==> src/rtl/jtadpcm_seq.sv <==
// Time-multiplexed ADPCM sample sequencer: walks CH channels through ROM nibbles,
// handles start/abort/loop requests and serializes the nibble stream.
module jtadpcm_seq #(
  parameter int CH   = 4,
  parameter int AW   = 18,
  parameter int ATTW = 4
) (
  input  logic                  clk,
  input  logic                  rstn,
  input  logic                  cen4,
  input  logic [CH-1:0]         start,
  input  logic [CH-1:0]         stop,
  input  logic [CH-1:0]         loop,
  input  logic [AW-1:0]         start_addr,
  input  logic [AW-1:0]         stop_addr,
  input  logic [ATTW-1:0]       att,
  output logic [CH-1:0]         busy,
  output logic [CH-1:0]         eos,
  output logic                  zero,
  output logic [AW-1:0]         rom_addr,
  input  logic [7:0]            rom_data,
  output logic                  pipe_en,
  output logic [$clog2(CH)-1:0] pipe_ch,
  output logic [ATTW-1:0]       pipe_att,
  output logic [3:0]            pipe_data
);
  localparam int CW = $clog2(CH);
  localparam logic [CW-1:0] LAST_SLOT = CW'(CH - 1);

  logic [CW-1:0]   r_slot;
  logic [AW:0]     r_cnt     [CH];
  logic [AW-1:0]   r_stop_a  [CH];
  logic [AW-1:0]   r_start_a [CH];
  logic [ATTW-1:0] r_att     [CH];
  logic [CH-1:0]   r_loop, r_busy, r_eos, r_pst, r_pab;

  logic [AW-1:0]   r_h_start, r_h_stop;
  logic [ATTW-1:0] r_h_att;
  logic [CH-1:0]   r_h_loop;

  logic            r_a_en, r_a_sel, r_b_en, r_b_sel;
  logic [CW-1:0]   r_a_ch, r_b_ch;
  logic [ATTW-1:0] r_a_att, r_b_att;
  logic [7:0]      r_b_data;

  logic            r_pipe_en;
  logic [CW-1:0]   r_pipe_ch;
  logic [ATTW-1:0] r_pipe_att;
  logic [3:0]      r_pipe_data;

  logic [AW:0]     w_cnt, w_nxt_cnt;
  logic            w_nxt_busy, w_set_eos, w_load, w_at_end;
  logic [ATTW-1:0] w_nxt_att;
  logic [CH-1:0]   w_onehot;

  assign w_cnt    = r_cnt[r_slot];
  assign rom_addr = w_cnt[AW:1];
  assign w_at_end = (rom_addr >= r_stop_a[r_slot]);
  assign w_onehot = {{(CH-1){1'b0}}, 1'b1} << r_slot;
  assign zero     = (r_slot == LAST_SLOT);

  // Next state of the channel served in this slot; a pending start beats an abort
  always_comb begin
    w_nxt_cnt  = w_cnt;
    w_nxt_busy = r_busy[r_slot];
    w_set_eos  = 1'b0;
    w_load     = 1'b0;
    if (r_pst[r_slot]) begin
      w_nxt_cnt  = {r_h_start, 1'b0};
      w_nxt_busy = 1'b1;
      w_load     = 1'b1;
    end else if (r_pab[r_slot]) begin
      w_nxt_busy = 1'b0;
    end else if (r_busy[r_slot]) begin
      if (!w_at_end) begin
        w_nxt_cnt = w_cnt + 1'b1;
      end else begin
        w_set_eos = 1'b1;
        if (r_loop[r_slot]) begin
          w_nxt_cnt = {r_start_a[r_slot], 1'b0};
        end else begin
          w_nxt_busy = 1'b0;
        end
      end
    end else begin
      w_nxt_busy = 1'b0;
    end
    w_nxt_att = w_load ? r_h_att : r_att[r_slot];
  end

  // Slot sequencing, channel state, request capture and the two-stage nibble pipeline
  always_ff @(posedge clk) begin
    if (!rstn) begin
      r_slot <= '0;
      for (int i = 0; i < CH; i++) begin
        r_cnt[i]     <= '0;
        r_stop_a[i]  <= '0;
        r_start_a[i] <= '0;
        r_att[i]     <= '0;
      end
      r_loop      <= '0;
      r_busy      <= '0;
      r_eos       <= '0;
      r_pst       <= '0;
      r_pab       <= '0;
      r_h_start   <= '0;
      r_h_stop    <= '0;
      r_h_att     <= '0;
      r_h_loop    <= '0;
      r_a_en      <= 1'b0;
      r_a_sel     <= 1'b0;
      r_a_ch      <= '0;
      r_a_att     <= '0;
      r_b_en      <= 1'b0;
      r_b_sel     <= 1'b0;
      r_b_ch      <= '0;
      r_b_att     <= '0;
      r_b_data    <= 8'h00;
      r_pipe_en   <= 1'b0;
      r_pipe_ch   <= '0;
      r_pipe_att  <= '0;
      r_pipe_data <= 4'h0;
    end else if (cen4) begin
      r_slot         <= zero ? '0 : r_slot + 1'b1;
      r_cnt[r_slot]  <= w_nxt_cnt;
      r_busy[r_slot] <= w_nxt_busy;
      r_eos          <= w_set_eos ? w_onehot : '0;
      if (w_load) begin
        r_stop_a[r_slot]  <= r_h_stop;
        r_start_a[r_slot] <= r_h_start;
        r_att[r_slot]     <= r_h_att;
        r_loop[r_slot]    <= r_h_loop[r_slot];
      end
      // The last slot is served with the old holding set while the new one is captured
      r_pst <= (r_pst & ~w_onehot) | (zero ? start : '0);
      r_pab <= (r_pab & ~w_onehot) | (zero ? stop : '0);
      if (zero) begin
        r_h_start <= start_addr;
        r_h_stop  <= stop_addr;
        r_h_att   <= att;
        r_h_loop  <= loop;
      end
      r_a_en      <= w_nxt_busy;
      r_a_sel     <= w_cnt[0];
      r_a_ch      <= r_slot;
      r_a_att     <= w_nxt_att;
      r_b_en      <= r_a_en;
      r_b_sel     <= r_a_sel;
      r_b_ch      <= r_a_ch;
      r_b_att     <= r_a_att;
      r_b_data    <= rom_data;
      r_pipe_en   <= r_b_en;
      r_pipe_ch   <= r_b_ch;
      r_pipe_att  <= r_b_att;
      r_pipe_data <= r_b_sel ? r_b_data[3:0] : r_b_data[7:4];
    end
  end

  assign busy      = r_busy;
  assign eos       = r_eos;
  assign pipe_en   = r_pipe_en;
  assign pipe_ch   = r_pipe_ch;
  assign pipe_att  = r_pipe_att;
  assign pipe_data = r_pipe_data;
endmodule
==> config.mk <==
export PLATFORM = sky130hd
export DESIGN_NAME = jtadpcm_seq
export DESIGN_NICKNAME = d
export VERILOG_FILES = /design/src/rtl/jtadpcm_seq.sv
export SDC_FILE = /design/constraint.sdc
export NUM_CORES = 1
export LEC_CHECK = 0
export CORE_MARGIN = 10
export CORE_UTILIZATION = 50
export CTS_CLUSTER_DIAMETER = 60
export DETAILED_ROUTE_END_ITERATION = 16
export DONT_BUFFER_PORTS = 1
export PLACE_DENSITY = 0.64
export SYNTH_ARGS = -nofsm -noshare
export SYNTH_HDL_FRONTEND = slang
export SYNTH_SLANG_ARGS = --single-unit
==> constraint.sdc <==
create_clock -name clk -period 6.6 [get_ports clk]
set_input_delay 1.32 -clock clk [delete_from_list [all_inputs] [get_ports clk]]
set_output_delay 1.32 -clock clk [all_outputs]
set_load 0.03 [all_outputs]
Word level (Yosys, flattened, before mapping)
Memory sizes are Yosys's and may differ from the RTL's. A register that Yosys moved wholly into a read port is not among the register bits.
Cells that the tools add are included.
- register bits: 97
- RAM bits: 236
- input bits: 63
- output and inout port bits: 38
- memories kept: 4
- $add $sub $neg: 2
- $lt $le $gt $ge: 3
- equal/unequal tests: 1
- shift operators: 1
- multiplexer cells: 60
- bitwise gates (word level): 5
- reduce and logical (&&, ||, !) cells: 8
- memories (memory ; depth ; width ; read ports ; clocked after memory_dff ; wr ports ; line ; source):
    r_cnt ; 4 ; 19 ; 1 ; 1 ; 4 ; 31 ; logic [AW:0] r_cnt [CH];
    r_start_a ; 4 ; 18 ; 1 ; 1 ; 4 ; 33 ; logic [AW-1:0] r_start_a [CH];
    r_stop_a ; 4 ; 18 ; 1 ; 1 ; 4 ; 32 ; logic [AW-1:0] r_stop_a [CH];
    r_att ; 4 ; 4 ; 1 ; 1 ; 4 ; 34 ; logic [ATTW-1:0] r_att [CH];
- operators by type and width (operator ; number):
    $mux 19 ; 6
    $mux 18 ; 2
    $reduce_or 18->1 ; 2
    $mux 1 ; 28
    $mux 2 ; 11
    $mux 4 ; 5
    $add 19x1->19 const B ; 1
    $reduce_or 19->1 ; 1
    $ge 18x18->1 ; 1
    $bmux 1 s2 ; 5
    $and 4x4->4 ; 2
    $bwmux 4 ; 2
    $or 4x4->4 ; 2
    $not 4->4 ; 1
    $reduce_and 2->1 ; 2
    $reduce_or 4->1 ; 1
    $shl 1x2->4 const A ; 1
    $lt 2x3->1 const B ; 1
    $add 2x1->2 const B ; 1
    $demux 1 s2 ; 1
    $eq 2x2->1 const B ; 1
    $ge 2x1->1 const B ; 1
    $logic_and 1x1->1 ; 1
    $logic_not 1->1 ; 1

Depth between registers and ports, before layout
Gate-level depths: netlist (run 1).
- word-level depth: 9
- gate-level depth with buffers: 18
- mapped depth without buffers: 13

Least setup slack after synthesis (run 1)
Ideal clock, no wire load.
- path type: input to register
- start point: in rstn
- end point: mem r_att[0][0] (enable)
- library setup time: 493 ps
- arrival: 5350 ps
- data required time: 6107 ps
- path slack: 757 ps
- stages: 7
- cell sequence: clkbuf_1 -> nand2_1 -> clkbuf_1 -> or3_1 -> clkbuf_1 -> clkbuf_1 -> o21ai_0
- RTL lines (item ; line ; source):
    from (decl) ; 9 ; input logic rstn,
    to (decl) ; 34 ;

==> out/qor.txt, run 1 <==
Logic pwr share -> 12.6%
Number of gates resized after CTS -> 0
Int Power -> 3.718 mW
Fmax -> 204.5 MHz
Wire per inst -> 22.50 um
RSZ-0062 raised after global routing -> no
Clk_skew -> 21.76 ps
Core area -> 29870 um2
TritonRoute pass-1 iters -> 6
Hold buffers post-CTS -> 0
Slew HR -> 20.33%
Post-DP Area -> 15470 um2
Clock share of power -> 39.4%
DR vias/cell -> 5.837
R2R Setup Slk -> 1710 ps
Post-Route WL -> 37600 um
Layout area overhead -> 8.862%
GRT Total Usage -> 19.27%
Pin slew with the least headroom to its limit -> 1191 ps
CTS clock-pin slew for the worst setup and hold paths -> 60 ps
GR peak layer -> met2
Clock buffer depth -> 3
CTS tree -> done
Top cells by count, synth -> edfxtp_1, nor2_1, nand2_1, dfxtp_1, inv_1
Layout cell share with drive strength beyond 1 -> 12.49%
Status -> finished, final reports clean
Ports -> 101
GR Layer Usage met3 -> 3.752%
Global-route wire length before repair -> 57740 um
Detailed Route Iter0 Violations -> 1003
Switch share -> 25.88%
Ant diodes -> 0
Sequential group share of total power -> 48.0%
Max capacitance violation total -> 0
Register area share after synthesis -> 59.89%
Total vias in the final route -> 9754
Die height -> 194.8 um
Worst-path fanout max -> 15
FFs w/ async S/R, synth -> 0%
WP data arrival -> 5130 ps
Nets -> 1340
CTS H-tree lvls -> 2
Tmin final -> 4891 ps
Synth cell types -> 67
Setup bufs post-CTS -> 0
Inst Count DP -> 1606
FP Rows -> 63
Average size of a mapped cell -> 11.69 um2
Initial core utilization -> 51.13%
Final setup fails -> 0
Worst EP required -> 6830 ps
Synth Instances -> 1307
GRT met1 Usage -> 26.52%
Clk sinks -> 339
Yosys warns -> 0
Leak -> 6.039 nW
Initial antenna violation count -> 1
Yosys top cell area share -> 46.39%
Num CTS Buffers -> 36
Post-synth EDFFs -> 236
FF+latch count, synth -> 339
Vias in the first global route -> 9610
Pwr dens -> 301.7 nW/um2
Largest net degree at the start of global routing -> 62
Top FF cell, synth -> edfxtp_1
Final Hold Viols -> 0
Final ANT Viol Nets -> 0
Met2 usage -> 30.30%
Tcrit/Tclk final -> 74.10%
Root Buffer -> clkbuf_16
Mapped cell area -> 15280 um2
Grt ovf -> 0
CP Capture Type -> register
Non-Filler Instances -> 1671
Final core occ -> 55.66%
Min-delay worst type -> reg -> reg
Sw power -> 1.299 mW
Total chip power -> 5.017 mW
Detailed Place HPWL -> 23630 um
Die W -> 194.8 um
Setup crit start kind -> register
WS Path Type -> reg -> reg
Synth area leader -> edfxtp_1
Die Area -> 37940 um2
Cell area after layout -> 16630 um2
Filler cells -> 2499
Slew Limit Fails -> 0
Syn nets -> 1393
Count leader, synth -> edfxtp_1
Worst VDD drop -> 141.9 uV
Gpl congestion -> 0.8795
Drc violations -> 0
Insertion delay of the later-clocked pin in the worst-skew pair -> 520 ps
Top cells by area, synth -> edfxtp_1, dfxtp_1, mux4_2
Setup TNS -> 0 ps
I/O Buffers -> 0
-- area by class of cell --
cell class,instances,area [um2],area share [%]
sequential,339,9154,55.04
inverter,78,292.8,1.761
multi-input combinational,784,5410,32.53
timing repair buffer,15,125.1,0.7524
clock buffer,48,1040,6.252
tap,390,488.0,2.934
clock inverter,17,120.1,0.7223
-- path summary, 6_finish.rpt --
path | startpoint | endpoint | cells past startpoint
setup / recovery | register | r_cnt[1][12]$_SDFFCE_PN0P_ | 12
hold / removal | r_h_stop[1]$_SDFFE_PN0P_ | r_h_stop[1]$_SDFFE_PN0P_ | 2
setup reg to reg | register | r_cnt[1][12]$_SDFFCE_PN0P_ | 12
hold reg to reg | r_h_stop[1]$_SDFFE_PN0P_ | r_h_stop[1]$_SDFFE_PN0P_ | 2
-- through the flow --
stage          hold slack [ps]  setup slack (ps)
6_report                 455.5              1709
5_1_grt                  475.7              1235
4_1_cts                  457.7              1728
3_5_place_dp             449.8              1726
3_3_place_gp             443.5              1853
2_1_floorplan            433.1             757.3
-- worst max-delay path, cell delays in order, from the launching register on --
cell,delay [ps]
dfxtp_2,630
mux2_2,390
o21ai_0,300
inv_1,330
ha_1,430
a21oi_1,150
o21ai_1,110
a41oi_1,780
o31a_1,570
buf_4,280
a21oi_1,80
a311oi_1,460
nor2_1,100
-- layout by cell type (no fill, tap or decap), types with 6 or more instances in the layout --
cell / n
edfxtp_1: 236
nor2_1: 198
nand2_1: 180
dfxtp_1: 101
inv_1: 77
mux4_2: 58
a21oi_1: 54
clkbuf_16: 39
mux2i_1: 36
ha_1: 23
nor2b_1: 22
o21ai_0: 20
nand3_1: 19
a21boi_0: 15
buf_4: 14
a22oi_1: 11
nor3_1: 11
and2_1: 10
a211oi_1: 10
a21o_1: 7
a31oi_1: 7
o22ai_1: 7
clkinv_1: 7
a311oi_1: 6
clkbuf_1: 6
-- logic make-up after synthesis --
kind of cell    share of synthesized area (%)
compound gates                          8.133
flops                                   59.89
mux                                     11.48
simple gates                            13.38
fa+ha+maj                               1.884
buf+inv                                 5.234
-- power groups by stage --
stage          Combinational [mW]  Sequential (mW)  Clock (mW)
5_1_grt                     0.684             2.42        2.09
2_1_floorplan               0.506             2.43           0
3_3_place_gp                0.623             2.45           0
4_1_cts                     0.629             2.41        2.01
6_report                    0.632             2.41        1.98
3_5_place_dp                0.626             2.46           0
-- registers in the layout (all words and copies together) (netlist names), 2 cells and up, named ones only --
signal and count:
r_slot 2, pipe_ch 2, r_h_att 4, r_a_att 4
r_pst 3, r_h_start 18, pipe_att 4, r_stop_a 72
r_a_ch 2, pipe_data 4, r_b_att 4, r_b_ch 2
r_pab 3, r_att 16, r_loop 4, eos 4
r_h_stop 18, r_cnt 76, r_h_loop 4, busy 4
r_start_a 72, r_b_data 8
-- layer usage --
layer	part of all wire [%]	vias up	wire length (um)
li1	-	4531	-
met1	43	4803	16260
met2	47	364	17600
met3	7.8	56	2917
met4	2.2	0	815
met5	0	-	0
Power figures use the tool's default switching activity.
==> run 2: changes to the inputs <==
- clock period: 6.6 -> 4.6 ns (I/O delays scaled with it)
==> run 2 against run 1 <==
Effect of this change: utilization rose by 1.1 points; sequential power up 43%; critical path type unchanged; total power up 45%; flip-flop and latch count stayed put; first-iteration DRC count fell by 21%; worst setup slack got worse by 1300 ps; fmax grew 17%; clock power grew 43%; count of clock-buffer cells in the layout rose by 7; largest power group unchanged; worst hold slack improved by 1.3 ps; combinational power grew 58%; global-route usage increased by 1.1 points.
==> out/qor.txt, run 2 (same netlist as run 1, synthesis figures left out) <==
Commonest non-fill, non-tap cell in the layout -> edfxtp_1 (unchanged)
Fmax -> 238.6 MHz (was 204.5 MHz)
Tcrit/Tclk final -> 91.13% (was 74.10%)
Die height -> 194.8 um (unchanged)
Insertion delay of the later-clocked pin in the worst-skew pair -> 510 ps (was 520 ps)
I/O Buffers -> 0 (unchanged)
CTS clock-pin slew for the worst setup and hold paths -> 60 ps (about the same)
Core area -> 29870 um2 (unchanged)
Slew HR -> 21.05% (was 20.33%)
Commonest non-fill, non-tap cells in the layout -> edfxtp_1, nor2_1, nand2_1, dfxtp_1, inv_1 (unchanged)
Worst VDD drop -> 202.2 uV (was 141.9 uV)
Post-Route WL -> 39630 um (was 37600 um)
GR Layer Usage met3 -> 4.302% (was 3.752%)
WP data arrival -> 4430 ps (was 5130 ps)
Final Hold Viols -> 0 (unchanged)
Layout cell share with drive strength beyond 1 -> 14.99% (was 12.49%)
Max capacitance violation total -> 0 (unchanged)
Wire per inst -> 23.16 um (was 22.50 um)
Worst EP required -> 4840 ps (was 6830 ps)
Ant diodes -> 0 (unchanged)
RSZ-0062 raised after global routing -> no (unchanged)
Num CTS Buffers -> 37 (was 36)
Tmin final -> 4192 ps (was 4891 ps)
Worst setup margin -> 408.2 ps (was 1709 ps)
Clock buffer depth -> 3 (unchanged)
Die W -> 194.8 um (unchanged)
Slowest stage delay, CP -> 690 ps (was 780 ps)
Initial core utilization -> 51.13% (unchanged)
TritonRoute pass-1 iters -> 5 (was 6)
Worst path most repeated cell -> nand2_1 (was a21oi_1)
Clk sinks -> 339 (unchanged)
Initial antenna violation count -> 0 (was 1)
Layout area overhead -> 11.00% (was 8.862%)
GR peak layer -> met2 (unchanged)
Global-route wire length before repair -> 60460 um (was 57740 um)
CTS tree -> done (unchanged)
WS Path Type -> reg -> reg (unchanged)
Final ANT Viol Nets -> 0 (unchanged)
Met2 usage -> 30.98% (was 30.30%)
DR vias/cell -> 5.790 (was 5.837)
Die Area -> 37940 um2 (unchanged)
Most flop-heavy register -> r_cnt (unchanged)
Final Hold Slack -> 456.8 ps (was 455.5 ps)
Drc violations -> 0 (unchanged)
Detailed Place HPWL -> 26900 um (was 23630 um)
Pin slew with the least headroom to its limit -> 1181 ps (was 1191 ps)
Min-delay worst type -> reg -> reg (unchanged)
CP Capture Type -> register (unchanged)
GRT Total Usage -> 20.33% (was 19.27%)
Crit-path slowest cell -> mux4_2 (was a41oi_1)
Ports -> 101 (unchanged)
Leak -> 6.248 nW (was 6.039 nW)
Slew Limit Fails -> 0 (unchanged)
Setup bufs post-CTS -> 0 (unchanged)
Clk_skew -> 14.30 ps (was 21.76 ps)
Grt ovf -> 0 (unchanged)
Final setup fails -> 0 (unchanged)
Vias in the first global route -> 9714 (was 9610)
CTS H-tree lvls -> 2 (unchanged)
Status -> finished, final reports clean (unchanged)
Gpl congestion -> 0.9302 (was 0.8795)
Biggest regs -> r_cnt: 76 flops, r_start_a: 72 flops, r_stop_a: 72 flops (unchanged)
Pwr dens -> 429.3 nW/um2 (was 301.7 nW/um2)
Hold Path Depth -> 2 (unchanged)
Total chip power -> 7.280 mW (was 5.017 mW)
Number of gates resized after CTS -> 0 (unchanged)
Max reg flops -> 76 (unchanged)
Detailed Route Iter0 Violations -> 791 (was 1003)
Largest net degree at the start of global routing -> 62 (unchanged)
Root Buffer -> clkbuf_16 (unchanged)
GRT met1 Usage -> 28.40% (was 26.52%)
Cells along the critical path -> mux4_2 -> ha_1 -> nand2_1 -> o21ai_1 -> a41o_1 -> nand2_1 -> a21o_1 -> a221oi_1 -> nor3_1 (was mux2_2 -> o21ai_0 -> inv_1 -> ha_1 -> a21oi_1 -> o21ai_1 -> a41oi_1 -> o31a_1 -> buf_4 -> a21oi_1 -> a311oi_1 -> nor2_1)
FP Rows -> 63 (unchanged)
Worst-path fanout max -> 24 (was 15)
Setup TNS -> 0 ps (unchanged)
Total vias in the final route -> 9906 (was 9754)
Hold buffers post-CTS -> 0 (unchanged)
FF-to-FF path depth -> 9 (was 12)
Setup crit start kind -> register (unchanged)
Nets -> 1379 (was 1340)
Place WS -> 401.8 ps (was 1726 ps)
## run 2: metrics by stage
| step | util (%) | instances | cell area (um2) |
|---|---|---|---|
| 3_5_place_dp | 52.87 | 1644 | 15790 |
| 2_1_floorplan | - | 1307 | 15280 |
| 4_1_cts | 56.76 | 1711 | 16960 |
| 5_1_grt | 56.76 | 1711 | 16960 |
| 6_report | 56.76 | 1711 | 16960 |
| 3_3_place_gp | 52.87 | 1644 | 15790 |
## run 2: final timing paths
| path | from | end | slack, ps |
|---|---|---|---|
| min | r_h_loop[1]$_SDFFE_PN0P_ | r_h_loop[1]$_SDFFE_PN0P_ | 460 |
| max reg2reg | register | r_cnt[0][3]$_SDFFCE_PN0P_ | 410 |
| min reg2reg | r_h_loop[1]$_SDFFE_PN0P_ | r_h_loop[1]$_SDFFE_PN0P_ | 460 |
| max | register | r_cnt[0][3]$_SDFFCE_PN0P_ | 410 |
## run 2: cell type report
cell class	count	area, um2
fillers	2477	12920
flip-flops and latches	339	9154
multi-input cells	784	5399
clock buffers	55	1065
well taps	390	488.0
repair buffers	53	460.4
inverters	78	292.8
clock inverters	12	97.59
## run 2: per-layer routing
metal,up-vias,part of all wire [%],wire (um)
met5,-,0,0
li1,4607,-,-
met1,4894,44,17430
met3,67,7.4,2925
met4,0,2.8,1114
met2,338,46,18160
## run 2: critical path, delay by kind of cell (launching register included)
family | cells | cell delay, ps
compound gates | 4 | 1620
fa+ha+maj | 1 | 370
flops | 1 | 680
mux | 1 | 690
simple gates | 3 | 540
## run 2: power by group
group,internal [mW],switching (mW),total (mW),leakage (nW)
clock network,1.67,1.16,2.83,0.568
registers,3.38,0.0717,3.45,3.28
logic,0.355,0.646,1.00,2.40
total,5.40,1.88,7.28,6.25
==> run 3: changes to the inputs <==
- HOLD_SLACK_MARGIN: unset -> 0.02
==> results of run 3 <==
Same layout as run 2: the final DEF is identical, and so are final timing and power.
